--- src/rtl/sram_ctl_pkg.sv ---
// ---------------------------------------------------------------------------
// sram_ctl_pkg
// Shared definitions for the asynchronous SRAM controller: the controller
// state encoding and the default timing/width parameters.
// ---------------------------------------------------------------------------
package sram_ctl_pkg;

    // Default external word-address width.
    localparam int ADDR_W_DEF   = 18;
    // Default access-strobe length in cycles (legal 1..15).
    localparam int WAIT_CYC_DEF = 2;
    // Default idle cycles between a read and the next access (legal 0..3).
    localparam int TURN_CYC_DEF = 1;

    typedef enum logic [2:0] {
        ST_IDLE,
        ST_SETUP,
        ST_ACCESS,
        ST_HOLD,
        ST_TURN
    } state_t;

endpackage

--- src/rtl/sram_ctl.sv ---
// ---------------------------------------------------------------------------
// sram_ctl
// Single-port controller for an asynchronous 16-bit SRAM behind a 16-bit
// bidirectional pad bank.  The pad bank itself lives in the parent; this
// block only drives its D (data) and E (per-bit enable) inputs and reads
// its Y outputs.
//
// Access sequence: IDLE -> SETUP (1) -> ACCESS (WAIT_CYC) -> HOLD (1 or 2)
// -> [TURN (TURN_CYC), reads only] -> IDLE.  Every output is a flop, so
// the SRAM strobes and pad enables are glitch-free.
//
// Ports
//   CLK, RESET             clock (rising edge), async active-high reset
//   REQ, WE, ADDR, WDATA   request strobe (taken only while READY=1),
//                          direction (1=write), word address, write data
//   READY                  controller idle and able to take a request
//   RDATA, RVALID          read data, one-cycle valid pulse
//   SRAM_ADDR              SRAM address pins
//   SRAM_CE_N/OE_N/WE_N    SRAM strobes, active-low
//   IO_D, IO_E             pad bank drive data and per-bit output enables
//   IO_Y                   pad bank received data
//
// Configuration
//   SRAM_CTL_RDREG_EN      when defined, IO_Y passes through an input
//                          register before RDATA capture; HOLD grows to two
//                          cycles and read latency becomes WAIT_CYC+3.
// ---------------------------------------------------------------------------
module sram_ctl
    import sram_ctl_pkg::*;
#(
    parameter int ADDR_W   = ADDR_W_DEF,
    parameter int WAIT_CYC = WAIT_CYC_DEF,
    parameter int TURN_CYC = TURN_CYC_DEF
) (
    input  logic              CLK,
    input  logic              RESET,
    input  logic              REQ,
    input  logic              WE,
    input  logic [ADDR_W-1:0] ADDR,
    input  logic [15:0]       WDATA,
    output logic              READY,
    output logic [15:0]       RDATA,
    output logic              RVALID,
    output logic [ADDR_W-1:0] SRAM_ADDR,
    output logic              SRAM_CE_N,
    output logic              SRAM_OE_N,
    output logic              SRAM_WE_N,
    output logic [15:0]       IO_D,
    output logic [15:0]       IO_E,
    input  logic [15:0]       IO_Y
);

    // Counter reload values: the counter runs down to zero, so each phase
    // loads its length minus one.
    localparam logic [3:0] ACC_LAST  = 4'(WAIT_CYC - 1);
    localparam logic [3:0] TURN_LAST = 4'(TURN_CYC - 1);
`ifdef SRAM_CTL_RDREG_EN
    localparam logic [3:0] HOLD_LAST = 4'd1;
`else
    localparam logic [3:0] HOLD_LAST = 4'd0;
`endif

    state_t     state;
    logic [3:0] cnt;
    logic       is_write;

`ifdef SRAM_CTL_RDREG_EN
    logic [15:0] io_y_q;

    // NOTE: pure data pipeline register, so it carries no reset; its content
    // is only consumed after a full ACCESS phase has refilled it.
    always_ff @(posedge CLK) begin
        io_y_q <= IO_Y;
    end
`endif

    // NOTE: all state and outputs use non-blocking assignments so every
    // register samples the values from before this edge.
    always_ff @(posedge CLK or posedge RESET) begin
        if (RESET) begin
            state     <= ST_IDLE;
            cnt       <= 4'd0;
            is_write  <= 1'b0;
            READY     <= 1'b0;
            RDATA     <= 16'h0000;
            RVALID    <= 1'b0;
            SRAM_ADDR <= '0;
            SRAM_CE_N <= 1'b1;
            SRAM_OE_N <= 1'b1;
            SRAM_WE_N <= 1'b1;
            IO_D      <= 16'h0000;
            IO_E      <= 16'h0000;
        end else begin
            case (state)
                ST_IDLE: begin
                    if (READY && REQ) begin
                        // Accept: latch the request and drive the SETUP
                        // values so they are visible during SETUP itself.
                        READY     <= 1'b0;
                        state     <= ST_SETUP;
                        is_write  <= WE;
                        SRAM_ADDR <= ADDR;
                        SRAM_CE_N <= 1'b0;
                        if (WE) begin
                            IO_D <= WDATA;
                            IO_E <= 16'hFFFF;
                        end else begin
                            SRAM_OE_N <= 1'b0;
                        end
                    end else begin
                        // Also covers the first cycle after reset release.
                        READY <= 1'b1;
                    end
                end

                ST_SETUP: begin
                    state <= ST_ACCESS;
                    cnt   <= ACC_LAST;
                    if (is_write) begin
                        SRAM_WE_N <= 1'b0;
                    end
                end

                ST_ACCESS: begin
                    if (cnt == 4'd0) begin
                        state     <= ST_HOLD;
                        cnt       <= HOLD_LAST;
                        SRAM_WE_N <= 1'b1;
                        SRAM_OE_N <= 1'b1;
`ifndef SRAM_CTL_RDREG_EN
                        // Capture straight from the pads on the last edge
                        // with OE_N still low.
                        if (!is_write) begin
                            RDATA  <= IO_Y;
                            RVALID <= 1'b1;
                        end
`endif
                    end else begin
                        cnt <= cnt - 4'd1;
                    end
                end

                ST_HOLD: begin
                    if (cnt != 4'd0) begin
                        // First of two HOLD cycles: io_y_q still holds the
                        // sample taken on the last ACCESS edge.
                        cnt <= cnt - 4'd1;
`ifdef SRAM_CTL_RDREG_EN
                        if (!is_write) begin
                            RDATA  <= io_y_q;
                            RVALID <= 1'b1;
                        end
`endif
                    end else begin
                        RVALID    <= 1'b0;
                        SRAM_CE_N <= 1'b1;
                        IO_E      <= 16'h0000;
                        if (!is_write && (TURN_CYC != 0)) begin
                            state <= ST_TURN;
                            cnt   <= TURN_LAST;
                        end else begin
                            state <= ST_IDLE;
                            READY <= 1'b1;
                        end
                    end
                end

                ST_TURN: begin
                    // Bus left floating so the SRAM output driver can turn
                    // off before the pad bank may drive again.
                    if (cnt == 4'd0) begin
                        state <= ST_IDLE;
                        READY <= 1'b1;
                    end else begin
                        cnt <= cnt - 4'd1;
                    end
                end

                default: begin
                    state <= ST_IDLE;
                end
            endcase
        end
    end

endmodule
--- config.mk ---
export PLATFORM = sky130hd
export DESIGN_NAME = sram_ctl
export DESIGN_NICKNAME = d
export VERILOG_FILES = /design/src/rtl/sram_ctl_pkg.sv /design/src/rtl/sram_ctl.sv
export SDC_FILE = /design/constraint.sdc
export NUM_CORES = 1
export LEC_CHECK = 0
export ABC_CLOCK_PERIOD_IN_PS = 5450
export CAP_MARGIN = 20
export CORE_MARGIN = 2
export CORE_UTILIZATION = 45
export DETAILED_ROUTE_END_ITERATION = 12
export PLACE_DENSITY = 0.85
export SYNTH_ARGS = -nofsm -noshare
export SYNTH_HDL_FRONTEND = slang
export SYNTH_SLANG_ARGS = --single-unit
--- constraint.sdc ---
create_clock -name CLK -period 5.45 [get_ports CLK]
set_clock_uncertainty 0.2 [all_clocks]
set_input_delay 1.3625 -clock CLK [delete_from_list [all_inputs] [get_ports CLK]]
set_output_delay 1.3625 -clock CLK [all_outputs]
set_load 0.01 [all_outputs]
== Yosys cells after proc, flatten, opt, wreduce, memory -nomap -nowiden ==
Cells that the tools add are included.

* Register bits after elaboration: 79
* Latch bits: 0
* RAM bits: 0
* ROM bits: 0
* Output and inout bits: 71
* Logic and storage cells: 82
* Memories kept: 0

* $add $sub $neg: 1
* Multipliers: 0
* Divide/modulo/power cells: 0
* Order comparisons: 0
* Eq/ne operators: 15
* Shifts and indexed selects: 0
* Mux-type cells: 32
* Bitwise logic cells: 1
* Reductions and logical operators: 21

{| class="wikitable"
|+ Operators with widths
! cell !! count
|-
| $mux W16 || 3
|-
| $pmux W16 S2 || 1
|-
| $ne A2 B2 Y1 const B || 10
|-
| $reduce_and A4 Y1 || 5
|-
| $mux W4 || 4
|-
| $pmux W4 S4 || 1
|-
| $mux W3 || 5
|-
| $pmux W3 S5 || 1
|-
| $reduce_and A3 Y1 || 5
|-
| $mux W1 || 12
|-
| $pmux W1 S2 || 4
|-
| $reduce_bool A2 Y1 || 4
|-
| $reduce_bool A4 Y1 || 2
|-
| $eq A3 B2 Y1 const B || 2
|-
| $logic_not A4 Y1 || 1
|-
| $sub A4 B1 Y4 const B || 1
|-
| $eq A3 B1 Y1 const B || 1
|-
| $eq A3 B3 Y1 const B || 1
|-
| $logic_not A3 Y1 || 1
|-
| $ne A3 B3 Y1 const B || 1
|-
| $pmux W1 S3 || 1
|-
| $reduce_bool A3 Y1 || 1
|-
| $reduce_and A2 Y1 || 1
|-
| $logic_and A1 B1 Y1 || 1
|-
| $not A1 Y1 || 1
|}

== Longest topological paths before layout ==
Gate-level depths: netlist (run 1).

* Depth after elaboration: 3
* Mapped depth: 7
* Depth with buffers taken out: 6

== Worst setup path before layout (run 1) ==
No wires, ideal clock.

* Kind: input port to flip-flop
* Start: in REQ
* End: reg IO_D[0]
* Library setup time: 0.125 ns
* Data arrival time: 2.339 ns
* Required time: 5.125 ns
* Setup slack: 2.786 ns
* Stages on the path: 5
* Path buffers: 1
* Path through: nand3b_1 > nor3_2 > nand2_1 > buf_2 > mux2_2

* Longest elaborated chain between the ends: 2

{| class="wikitable"
|+ RTL lines
! element !! RTL line !! source
|-
| start: declaration || sram_ctl.sv:37 || <nowiki>input logic REQ,</nowiki>
|-
| $logic_and A1 B1 Y1 || sram_ctl.sv:96 || <nowiki>if (READY && REQ) begin</nowiki>
|-
| $reduce_and A3 Y1 (no source line) || -- ||
|-
| end signal: assignment || sram_ctl.sv:91 || <nowiki>IO_D <= 16'h0000;</nowiki>
|-
| end signal: assignment || sram_ctl.sv:105 || <nowiki>IO_D <= WDATA;</nowiki>
|-
| end: declaration || sram_ctl.sv:48 || <nowiki>output logic [15:0] IO_D,</nowiki>
|}

Every way passes these cells.
A chain may end at the register's enable or synchronous reset.

== Worst setup path in the final report (run 1) ==
* Start: in REQ
* End: reg IO_D[1]

The elaborated chain is that of the path after synthesis.

==> results of run 1 <==
per-layer routing:
metal  vias to the layer above  routed length, um  track usage [%]  part of all wire [%]
li1                        949                  -                -                     -
met3                        13                400             5.96                   6.2
met1                       966               2540             22.7                    40
met4                         0                130             8.64                   2.0
met5                         -                  0                0                     0
met2                        78               3340             32.0                    52
power by group through the flow:
stage          registers, W  logic, W  clock network [W]
3_3_place_gp       0.000883   0.00109                  0
2_1_floorplan      0.000933  0.000519                  0
4_1_cts            0.000887   0.00112           0.000416
3_5_place_dp       0.000891   0.00112                  0
5_1_grt            0.000921   0.00118           0.000435
6_report           0.000886   0.00110           0.000407
layout make-up:
class	instances	area [sq um]
Clock inverter	3	40.0
Tap cell	75	93.8
Clock buffer	13	159
Multi-Input combinational cell	115	1020
Sequential cell	64	1610
Inverter	7	26.3
Timing Repair Buffer	126	1260
Fill cell	450	1790
layout by cell type (no fill, tap or decap), types with 3 or more instances in the layout:
| cell type | netlist | final |
|---|---|---|
| dfrtp_1 | 61 | 61 |
| dfstp_2 | 3 | 3 |
| nor2_1 | 6 | 6 |
| inv_1 | 7 | 6 |
| mux2_2 | 40 | 40 |
| o21ai_0 | 5 | 5 |
| a21oi_1 | 7 | 7 |
| o221ai_1 | 4 | 4 |
| clkbuf_8 | 0 | 11 |
| o31ai_1 | 3 | 3 |
| nand2_1 | 14 | 14 |
| clkdlybuf4s50_1 | 0 | 124 |
| mux2_4 | 10 | 10 |
metrics by stage:
step | total power [W] | util, % | hold slack [ps]
5_1_grt | 0.00254 | 70.1 | 315
6_report | 0.00240 | 70.1 | 281
3_3_place_gp | 0.00197 | 66.8 | 266
2_1_floorplan | 0.00145 | - | 276
3_5_place_dp | 0.00201 | 66.8 | 270
4_1_cts | 0.00242 | 70.1 | 283
cell families after synthesis:
logic type | count (synthesis)
compound gates | 29
fa+ha+maj | 2
buf+inv | 31
flops | 64
mux | 50
simple gates | 34
sequential cells by signal, summed over array words and instances (netlist names):
register   flops
is_write       1
state          3
SRAM_WE_N      1
SRAM_OE_N      1
READY          1
RDATA         16
IO_E           1
SRAM_ADDR     18
RVALID         1
SRAM_CE_N      1
IO_D          16
cnt            4
how the worst min path moves through the flow:
stage	start	end	slack, ps	cells after the start
after global placement	SRAM_CE_N	SRAM_CE_N	270	2
final	SRAM_CE_N	SRAM_CE_N	280	2
after floorplan	SRAM_OE_N	SRAM_OE_N	280	2
after global routing	IO_D[4]	IO_D[4]	320	1
after CTS	SRAM_CE_N	SRAM_CE_N	280	2
after detailed placement	SRAM_CE_N	SRAM_CE_N	270	2
worst max-delay path: stages:
cell and delay (ps):
clkdlybuf4s50_1 500, nand3b_1 160, nor3_4 140, buf_4 310
nand2_1 460, mux2_2 440
==> impl_summary.log, run 1 <==
[metrics] status: finished, final reports clean
[metrics] clock tree buffer depth: 2
[metrics] remaining routing DRC violations: 0
[metrics] synthesized instance count: 210
[metrics] via count of the first global-routing pass: 2105
[metrics] initial antenna violation count: 0
[metrics] count of cells resized by post-cts repair: 0
[metrics] Max H-tree Level: 3
[metrics] Area after DPL: 4000 sq um
[metrics] Tot GR Track Use: 19.2%
[metrics] launch point of the worst path: REQ
[metrics] share of synthesized cell area in and, or, nand and nor gates: 6.84%
[metrics] Layout Cell Area excl Fill: 4200 sq um
[metrics] flip-flop cell with the highest count after synthesis: dfrtp_1
[metrics] combinational family with the most area after synthesis: multiplexers
[metrics] standby leakage power: 1.80 nW
[metrics] wire length of the first global-routing pass: 10500 um
[metrics] portion of total power attributed to the clock network: 17.0%
[metrics] leading area contributor after synthesis: dfrtp_1
[metrics] sum of overflow across all layers after global routing: 0
[metrics] transition time at the pin with the least slew margin: 731 ps
[metrics] final hold viol count: 0
[metrics] worst vdd ir: 357 uV
[metrics] clock buffers created by TritonCTS: 9
[metrics] floorplan row count: 28
[metrics] worst reg2reg startpoint: state[0]
[metrics] kind of critical path: input pin to flop
[metrics] worst flop-to-flop path endpoint: IO_D[1]
[metrics] initial drt markers: 152
[metrics] fraction of post-synthesis cell area in the top cell type by area: 54.2%
[metrics] destination of the critical timing path: IO_D[1]
[metrics] ranking of synthesized cells by instance count: dfrtp_1 (61), mux2_2 (40), buf_4 (15)
[metrics] Placer Congestion: 0.816
[metrics] count of max-cap constraint violations: 0
[metrics] initial cell density of the core: 47.0%
[metrics] RSZ-0062 raised after global routing: no
[metrics] Routed WL: 6420 um
[metrics] Unique masters post-synth: 38
[metrics] setup repair bufs after CTS: 0
[metrics] Layout Cells excl Fill: 403
[metrics] most repeated cell in the gate-level netlist after synthesis: dfrtp_1
[metrics] clock-pin slew of the registers on the worst-case setup and hold paths: 70 ps
[metrics] die height: 83.1 um
[metrics] total of hold buffers inserted after clock tree synthesis: 0
[metrics] Layout Nets: 379
[metrics] via count: 2006
[metrics] Post-synth EDFFs: 0
[metrics] syn avg cell area: 13.4 sq um
[metrics] part of the cycle the worst path needs: 61.9%
[metrics] Max-Slew Margin vs Limit: 51.2%
[metrics] total inserted antenna cells: 0
[metrics] power per cell area: 571 nW/um^2
[metrics] number of max-slew violations in the final report: 0
[metrics] FF-to-FF path depth: 5
[metrics] combinational cell fraction of total power: 46.1%
[metrics] number of placed I/O pins: 125
[metrics] number of buffers added on ports: 124
[metrics] proportion of total power due to net switching: 31.9%
[metrics] cell area after synthesis: 2820 sq um
[metrics] DRT antenna net count: 0
[metrics] clock tree from TritonCTS: built
[metrics] half-perimeter wire length after detailed placement: 4730 um
[metrics] clock sink total: 64
[metrics] number of synthesized register bits: 64
[metrics] WL per Instance: 15.9 um
[metrics] number of setup violations in the final report: 0
[metrics] Area contributors post-synth: dfrtp_1 (54%), mux2_2 (16%), mux2_4 (5.3%)
[metrics] Max Clk Rate: 297 MHz
[metrics] net count after synthesis: 266
[metrics] Die ar.: 6910 sq um
[metrics] routed via count divided by cell count: 4.98
[metrics] post-synthesis compound-gate area fraction: 6.89%
[metrics] share of cells above drive strength 1: 23.2%
[metrics] CP max FO: 22
[metrics] fin worst setup slack: 2080 ps
[metrics] share of the synthesized netlist area taken by xor and xnor gates: 0%
[metrics] Critical Path RT: 5470 ps
[metrics] clock insertion delay at the later pin of the skew report: 330 ps
[metrics] Clock Tree Root: clkbuf_8
[metrics] standard cell core area: 5990 sq um
[metrics] placement-stage worst setup slack: 1690 ps
[metrics] Async SR Flop Fraction: 100%
[metrics] mux share of post-synthesis cell area: 21.3%
[metrics] sequential element share of the synthesized area: 57.0%
[metrics] Adder-Cell Fraction of Synth Area: 0.888%
[metrics] sum of negative setup slack: 0 ps
[metrics] maximum number of pins on one net before global-route repair: 38
[metrics] total net switching power: 0.000765 W
[metrics] overall die width: 83.1 um
[metrics] post-route minimum period: 3370 ps
[metrics] sequential group share of total power: 37.0%
[metrics] reg-to-reg setup timing slack: 2840 ps
[metrics] internal cell power: 0.00163 W
[metrics] Hold Crit Class: flop to flop
[metrics] element type at the critical path start: input pin
[metrics] crit end category: flop
[metrics] data arrival time of the critical path: 3390 ps
[metrics] number of warning messages in the yosys log: 0
[metrics] area growth from synthesis to layout: 49.1%
[metrics] DR pass1 iterations: 4
[metrics] total instance count after detailed placement: 387
Power figures use the tool's default switching activity.
==> run 2: changes to the inputs <==
--- a/config.mk
+++ b/config.mk
@@ -5,12 +5,12 @@
 export SDC_FILE = /design/constraint.sdc
 export NUM_CORES = 1
 export LEC_CHECK = 0
-export ABC_CLOCK_PERIOD_IN_PS = 5450
+export ABC_CLOCK_PERIOD_IN_PS = 2770
 export CAP_MARGIN = 20
 export CORE_MARGIN = 2
-export CORE_UTILIZATION = 45
+export CORE_UTILIZATION = 38
 export DETAILED_ROUTE_END_ITERATION = 12
-export PLACE_DENSITY = 0.85
+export PLACE_DENSITY = 0.77
 export SYNTH_ARGS = -nofsm -noshare
 export SYNTH_HDL_FRONTEND = slang
 export SYNTH_SLANG_ARGS = --single-unit
==> constraint.sdc (replaced) <==
create_clock -name CLK -period 2.77 [get_ports CLK]
set_clock_uncertainty 0.2 [all_clocks]
set_input_delay 0.6925 -clock CLK [delete_from_list [all_inputs] [get_ports CLK]]
set_output_delay 0.6925 -clock CLK [all_outputs]
set_load 0.01 [all_outputs]
==> impl_summary.log, run 2 (synthesis results as in run 1) <==
[metrics] sum of negative setup slack: 0 ps (unchanged)
[metrics] via count: 2026 (+1.0%)
[metrics] portion of total power attributed to the clock network: 16.8% (-0.2 points)
[metrics] kind of critical path: flop to flop
[metrics] Max Used Layer: met4
[metrics] number of buffers added on ports: 124 (unchanged)
[metrics] DRT antenna net count: 0 (unchanged)
[metrics] registers with the most flip-flops: SRAM_ADDR: 18 flops, IO_D: 16 flops, RDATA: 16 flops
[metrics] transition time at the pin with the least slew margin: 567 ps (-163 ps)
[metrics] die height: 90.1 um (+8.4%)
[metrics] most common cell after layout, fill and taps aside: clkdlybuf4s50_1
[metrics] commonest non-fill, non-tap cells in the layout: clkdlybuf4s50_1 (124), dfrtp_1 (61), mux2_2 (40)
[metrics] setup repair bufs after CTS: 0 (unchanged)
[metrics] internal cell power: 0.00320 W (+96%)
[metrics] number of placed I/O pins: 125 (unchanged)
[metrics] RSZ-0062 raised after global routing: no
[metrics] WL per Instance: 14.5 um (-8.8%)
[metrics] Placer Congestion: 0.844 (+3.4%)
[metrics] maximum number of pins on one net before global-route repair: 42 (+11%)
[metrics] power per cell area: 1100 nW/um^2 (+93%)
[metrics] total met3 wirelength after detailed routing: 471 um (+18%)
[metrics] clock-pin slew of the registers on the worst-case setup and hold paths: 70 ps (about the same)
[metrics] initial drt markers: 103 (-32%)
[metrics] total net switching power: 0.00150 W (+97%)
[metrics] met2 layer wire length in the routed design: 3190 um (-4.6%)
[metrics] Routed WL: 6270 um (-2.3%)
[metrics] CP max FO: 16 (-27%)
[metrics] total inserted antenna cells: 0 (unchanged)
[metrics] standard cell core area: 7210 sq um (+20%)
[metrics] count of max-cap constraint violations: 0 (unchanged)
[metrics] worst vdd ir: 524 uV (+47%)
[metrics] clock sink total: 64 (unchanged)
[metrics] Max Clk Rate: 398 MHz
[metrics] final hold viol count: 0 (unchanged)
[metrics] total of hold buffers inserted after clock tree synthesis: 0 (unchanged)
[metrics] Layout Cell Area excl Fill: 4270 sq um (+1.6%)
[metrics] met1 layer wirelength in the final routing: 2570 um (+1.1%)
[metrics] share of cells above drive strength 1: 24.6% (+1.5 points)
[metrics] layout filler cell count: 627 (+39%)
[metrics] Critical Path RT: 2790 ps (-2680 ps)
[metrics] number of setup violations in the final report: 0 (unchanged)
[metrics] Clock Tree Root: clkbuf_8
[metrics] sequential group share of total power: 36.3% (-0.7 points)
[metrics] Area after DPL: 4070 sq um (+1.7%)
[metrics] remaining routing DRC violations: 0 (unchanged)
[metrics] clock insertion delay at the later pin of the skew report: 340 ps (about the same)
[metrics] clock buffers created by TritonCTS: 9 (unchanged)
[metrics] wire length of the first global-routing pass: 10500 um (about the same)
[metrics] Tot GR Track Use: 16.1% (-3.1 points)
[metrics] clock tree from TritonCTS: built
[metrics] Layout Nets: 384 (+1.3%)
[metrics] data arrival time of the critical path: 2530 ps (-860 ps)
[metrics] part of the cycle the worst path needs: 90.7%
[metrics] Hold Crit Class: flop to flop
[metrics] crit-path leading delay family: simple AND/OR/NAND/NOR gates
[metrics] clock tree buffer depth: 2 (unchanged)
[metrics] via count of the first global-routing pass: 2203 (+4.7%)
[metrics] number of buffers and inverters on the critical path: 1 (-1)
[metrics] Max stage delay on crit path: 410 ps (-90 ps)
[metrics] post-route minimum period: 2510 ps
[metrics] area growth from synthesis to layout: 51.4%
[metrics] Max-Slew Margin vs Limit: 62.1% (+11 points)
[metrics] highest-delay cell along the critical path: dfrtp_1
[metrics] number of max-slew violations in the final report: 0 (unchanged)
[metrics] floorplan row count: 31 (+11%)
[metrics] DR pass1 iterations: 4 (unchanged)
[metrics] proportion of total power due to net switching: 32.0% (+0.048 points)
[metrics] initial antenna violation count: 0 (unchanged)
[metrics] element type at the critical path start: flop
[metrics] crit end category: flop
[metrics] count of cells resized by post-cts repair: 0 (unchanged)
[metrics] half-perimeter wire length after detailed placement: 4620 um (-2.4%)
[metrics] Reg with most FFs: SRAM_ADDR
[metrics] sum of overflow across all layers after global routing: 0 (unchanged)
[metrics] status: finished, final reports clean
[metrics] Die ar.: 8120 sq um (+18%)
[metrics] cells along the critical path: inv_1 > ha_1 > or3b_4 > or3_4 > nor2_8 > mux2_2
[metrics] overall die width: 90.1 um (+8.4%)
[metrics] Max H-tree Level: 3 (unchanged)
[metrics] standby leakage power: 1.82 nW (+1.1%)
[metrics] routed via count divided by cell count: 4.69 (-5.8%)
[metrics] combinational cell fraction of total power: 46.8% (+0.7 points)
[metrics] initial cell density of the core: 39.0% (-8.0 points)
[metrics] number of flip-flops in the largest register: 18 (unchanged)
-- run 2: final timing paths --
check                          start             to  slack (ps)  depth (start not counted)
min                        SRAM_CE_N      SRAM_CE_N         290                          2
max reg2reg                   cnt[0]       RDATA[5]         260                          6
min reg2reg                SRAM_CE_N      SRAM_CE_N         290                          2
max in group asynchronous      RESET  SRAM_ADDR[16]        1420                          3
max                           cnt[0]       RDATA[5]         260                          6
min in group asynchronous      RESET         cnt[1]         520                          3
-- run 2: cell type report --
type / instances / area [sq um] / share of cell area [%]
sequential: 64 / 1610 / 37.6
inverter: 7 / 26.3 / 0.616
multi-input combinational: 115 / 1020 / 23.9
clock buffer: 11 / 141 / 3.31
tap: 99 / 124 / 2.90
clock inverter: 5 / 56.3 / 1.32
timing repair buffer: 131 / 1290 / 30.3
-- run 2: per-layer routing --
metal | GRT usage (%) | up-vias
li1 | - | 959
met1 | 19.1 | 987
met2 | 26.8 | 75
met3 | 7.29 | 5
met4 | 3.85 | 0
met5 | 0 | -
-- run 2: metrics by stage --
step	instances	power (W)	setup WS [ps]	utilization [%]	hold WS [ps]
global placement	416	0.00390	311	56.4	267
floorplan	210	0.00286	284	-	276
CTS	432	0.00477	238	59.1	292
detailed placement	416	0.00395	241	56.4	283
global route	432	0.00501	109	59.1	324
finish	432	0.00471	257	59.1	288
-- run 2: tightest hold or removal path, stage by stage, from the launching register on --
cell	delay, ps
dfstp_2	380
o31ai_1	60
nand2_1	50
-- run 2: power groups by stage --
stage	logic (W)	registers, W	clock network, W
final	0.00221	0.00171	0.000792
after detailed placement	0.00223	0.00172	0
after CTS	0.00224	0.00171	0.000820
after global placement	0.00219	0.00171	0
after floorplan	0.00102	0.00184	0
after global routing	0.00238	0.00177	0.000854
==> run 3: changes to the inputs <==
--- a/config.mk
+++ b/config.mk
@@ -5,12 +5,14 @@
 export SDC_FILE = /design/constraint.sdc
 export NUM_CORES = 1
 export LEC_CHECK = 0
-export ABC_CLOCK_PERIOD_IN_PS = 2770
+export ABC_AREA = 1
+export ABC_CLOCK_PERIOD_IN_PS = 2800
 export CAP_MARGIN = 20
 export CORE_MARGIN = 2
-export CORE_UTILIZATION = 38
+export CORE_UTILIZATION = 43
 export DETAILED_ROUTE_END_ITERATION = 12
-export PLACE_DENSITY = 0.77
+export PLACE_DENSITY = 0.81
+export SKIP_LAST_GASP = 1
 export SYNTH_ARGS = -nofsm -noshare
 export SYNTH_HDL_FRONTEND = slang
 export SYNTH_SLANG_ARGS = --single-unit
==> constraint.sdc (replaced) <==
create_clock -name CLK -period 2.8 [get_ports CLK]
set_clock_uncertainty 0.2 [all_clocks]
set_input_delay 0.7 -clock CLK [delete_from_list [all_inputs] [get_ports CLK]]
set_output_delay 0.7 -clock CLK [all_outputs]
set_load 0.01 [all_outputs]
==> impl_summary.log, run 3 <==
[metrics] clock-pin slew of the registers on the worst-case setup and hold paths: 70 ps (about the same)
[metrics] initial drt markers: 134 (+30%)
[metrics] Max Clk Rate: 405 MHz
[metrics] status: finished, final reports clean
[metrics] number of buffers and inverters on the critical path: 1 (unchanged)
[metrics] leading area contributor after synthesis: dfrtp_1
[metrics] syn avg cell area: 8.41 sq um (-37%)
[metrics] Clock Tree Root: clkbuf_8
[metrics] worst reg2reg startpoint: cnt[0]
[metrics] most common cell after layout, fill and taps aside: nand2_1
[metrics] standard cell core area: 6760 sq um (-6.3%)
[metrics] Reg with most FFs: SRAM_ADDR
[metrics] sequential group share of total power: 32.7% (-3.6 points)
[metrics] fin worst setup slack: 328 ps (+70.9 ps)
[metrics] synthesized instance count: 355 (+69%)
[metrics] Tot GR Track Use: 18.7% (+2.6 points)
[metrics] Layout Nets: 523 (+36%)
[metrics] sum of overflow across all layers after global routing: 0 (unchanged)
[metrics] count of cells resized by post-cts repair: 0 (unchanged)
[metrics] power per cell area: 1170 nW/um^2 (+5.9%)
[metrics] layout filler cell count: 554 (-12%)
[metrics] Post-synth EDFFs: 0 (unchanged)
[metrics] die height: 87.3 um (-3.1%)
[metrics] Max-Slew Margin vs Limit: 64.3% (+2.2 points)
[metrics] WHS Endpoint: SRAM_OE_N
[metrics] Die ar.: 7620 sq um (-6.1%)
[metrics] portion of total power attributed to the clock network: 17.9% (+1.1 points)
[metrics] part of the cycle the worst path needs: 88.3%
[metrics] hold_sp: SRAM_OE_N
[metrics] share of cells above drive strength 1: 8.90% (-16 points)
[metrics] clock buffers created by TritonCTS: 9 (unchanged)
[metrics] number of placed I/O pins: 125 (unchanged)
[metrics] most repeated cell in the gate-level netlist after synthesis: nand2_1
[metrics] CP max FO: 17 (+1)
[metrics] kind of critical path: flop to output port
[metrics] worst vdd ir: 562 uV (+7.3%)
[metrics] met1 layer wirelength in the final routing: 2940 um (+14%)
[metrics] number of flip-flops in the largest register: 18 (unchanged)
[metrics] initial cell density of the core: 44.2% (+5.1 points)
[metrics] sum of negative setup slack: 0 ps (unchanged)
[metrics] clock tree from TritonCTS: built
[metrics] met2 layer wire length in the routed design: 3350 um (+5.1%)
[metrics] Max stage delay on crit path: 630 ps (+220 ps)
[metrics] element type at the critical path start: flop
[metrics] sequential element share of the synthesized area: 53.8% (-3.2 points)
[metrics] RSZ-0062 raised after global routing: no
[metrics] registers with the most flip-flops: SRAM_ADDR: 18 flops, IO_D: 16 flops, RDATA: 16 flops
[metrics] proportion of total power due to net switching: 37.9% (+5.9 points)
[metrics] clock tree buffer depth: 2 (unchanged)
[metrics] overall power: 0.00516 W (+9.6%)
[metrics] FF-to-FF path depth: 9 (+3)
[metrics] initial antenna violation count: 0 (unchanged)
[metrics] WL per Instance: 12.5 um (-14%)
[metrics] net count after synthesis: 411 (+55%)
[metrics] routed via count divided by cell count: 4.81 (+2.6%)
[metrics] overall die width: 87.3 um (-3.1%)
[metrics] ranking of synthesized cells by instance count: nand2_1 (168), dfrtp_1 (61), nand3_1 (34)
[metrics] DR pass1 iterations: 5 (+1)
[metrics] worst hold path stage count: 2 (unchanged)
[metrics] via count: 2657 (+31%)
[metrics] crit-path leading delay family: buffers and inverters
[metrics] half-perimeter wire length after detailed placement: 5040 um (+9.1%)
[metrics] area growth from synthesis to layout: 47.9%
[metrics] setup repair bufs after CTS: 0 (unchanged)
[metrics] number of setup violations in the final report: 0 (unchanged)
[metrics] flip-flop cell with the highest count after synthesis: dfrtp_1
[metrics] Max Used Layer: met4
[metrics] DRT antenna net count: 0 (unchanged)
[metrics] number of max-slew violations in the final report: 0 (unchanged)
[metrics] clock sink total: 64 (unchanged)
[metrics] placement-stage worst setup slack: 331 ps (+90.1 ps)
[metrics] Hold Crit Class: flop to flop
[metrics] data arrival time of the critical path: 1570 ps (-960 ps)
[metrics] post-route minimum period: 2470 ps
[metrics] count of max-cap constraint violations: 0 (unchanged)
[metrics] Unique masters post-synth: 30 (-21%)
[metrics] final hold viol count: 0 (unchanged)
[metrics] Max H-tree Level: 3 (unchanged)
[metrics] clock insertion delay at the later pin of the skew report: 330 ps (about the same)
[metrics] total net switching power: 0.00195 W (+30%)
[metrics] Async SR Flop Fraction: 100% (unchanged)
[metrics] reg-to-reg setup timing slack: 600 ps (+340 ps)
[metrics] commonest non-fill, non-tap cells in the layout: nand2_1 (168), clkdlybuf4s50_1 (124), dfrtp_1 (61)
[metrics] maximum number of pins on one net before global-route repair: 65 (+55%)
[metrics] standby leakage power: 2.17 nW (+19%)
[metrics] Routed WL: 6930 um (+10%)
[metrics] fraction of post-synthesis cell area in the top cell type by area: 51.2% (-3.0 points)
[metrics] cell area after synthesis: 2980 sq um (+6.0%)
[metrics] floorplan row count: 30 (-3.2%)
[metrics] total met3 wirelength after detailed routing: 516 um (+9.6%)
[metrics] total of hold buffers inserted after clock tree synthesis: 0 (unchanged)
[metrics] number of buffers added on ports: 124 (unchanged)
[metrics] total inserted antenna cells: 0 (unchanged)
[metrics] via count of the first global-routing pass: 2551 (+16%)
[metrics] wire length of the first global-routing pass: 11200 um (+7.1%)
[metrics] crit end category: output port
[metrics] combinational cell fraction of total power: 49.4% (+2.6 points)
[metrics] number of warning messages in the yosys log: 0 (unchanged)
[metrics] internal cell power: 0.00321 W (+0.13%)
[metrics] highest-delay cell along the critical path: clkdlybuf4s50_1
[metrics] final core utilization: 65.3% (+6.2 points)
[metrics] cells along the critical path: clkdlybuf4s50_1
[metrics] Critical Path RT: 1900 ps (-890 ps)
[metrics] transition time at the pin with the least slew margin: 534 ps (-32.8 ps)
[metrics] Area contributors post-synth: dfrtp_1 (51%), nand2_1 (21%), nand3_1 (5.7%)
[metrics] remaining routing DRC violations: 0 (unchanged)
[metrics] worst flop-to-flop path endpoint: RDATA[13]
[metrics] Placer Congestion: 0.857 (+1.6%)
[metrics] number of synthesized register bits: 64 (unchanged)
[run 3: changes by cell type after synthesis, moves of 3 or more]
cell | previous run | this run
inv_1 | 7 | 19
a21oi_1 | 7 | 2
inv_2 | 0 | 6
mux2_4 | 10 | 0
nor2_4 | 0 | 3
o31ai_1 | 3 | 0
nand3_1 | 1 | 34
buf_4 | 15 | 19
o221ai_1 | 4 | 0
nand2_1 | 14 | 168
mux2_2 | 40 | 0
clkbuf_1 | 5 | 1
[run 3: worst max-delay path by stage]
stage               cells past startpoint  slack [ps]     start       endpoint
finish                                  1         330  IO_E[14]       IO_E[12]
detailed placement                      6         330       REQ  SRAM_ADDR[12]
floorplan                               1         310     RESET        IO_D[0]
global placement                        6         390       REQ   SRAM_ADDR[7]
CTS                                     1         280  IO_E[14]       IO_E[12]
global route                            1         210  IO_E[14]       IO_E[12]
[run 3: layout make-up]
type / count / area, sq um / area share, %
Timing Repair Buffer: 127 / 1290 / 29.2
Clock buffer: 11 / 151 / 3.43
Clock inverter: 5 / 85.1 / 1.93
Sequential cell: 64 / 1610 / 36.4
Tap cell: 80 / 100 / 2.27
Multi-Input combinational cell: 240 / 1090 / 24.7
Inverter: 25 / 93.8 / 2.13
[run 3: cell families (layout without fill, tap and decap cells)]
kind of cell / after synthesis / in the layout / synth area share, %
xor+xnor: 1 / 1 / 0.294
fa+ha+maj: 2 / 2 / 0.838
flops: 64 / 64 / 53.8
simple gates: 224 / 224 / 32.5
compound gates: 13 / 13 / 2.85
buf+inv: 51 / 168 / 9.69
[run 3: layer usage]
layer,vias up,track usage [%]
met3,12,4.55
met5,-,0
met2,114,30.9
met4,0,7.27
met1,1219,23.7
li1,1312,-
[run 3: metrics by stage]
step	std cells	hold slack, ps	instance area (sq um)
floorplan	355	249	2980
global placement	536	252	4180
detailed placement	536	258	4180
CTS	552	269	4410
global route	552	294	4410
finish	552	265	4410
[run 3: worst reg2reg max path: stages (launching register included)]
cell and delay, ps:
dfrtp_1 380, inv_1 190, ha_1 200, nand2_1 290
inv_1 200, nand2_4 90, nor2_8 220, inv_2 180
nand2_1 100, nand2_1 60
[run 3: power groups by stage]
stage	clock, W	sequential, W	combinational (W)
floorplan	0	0.00184	0.00128
global placement	0	0.00169	0.00248
detailed placement	0	0.00169	0.00256
CTS	0.000939	0.00169	0.00258
global route	0.000981	0.00174	0.00283
finish	0.000924	0.00169	0.00255
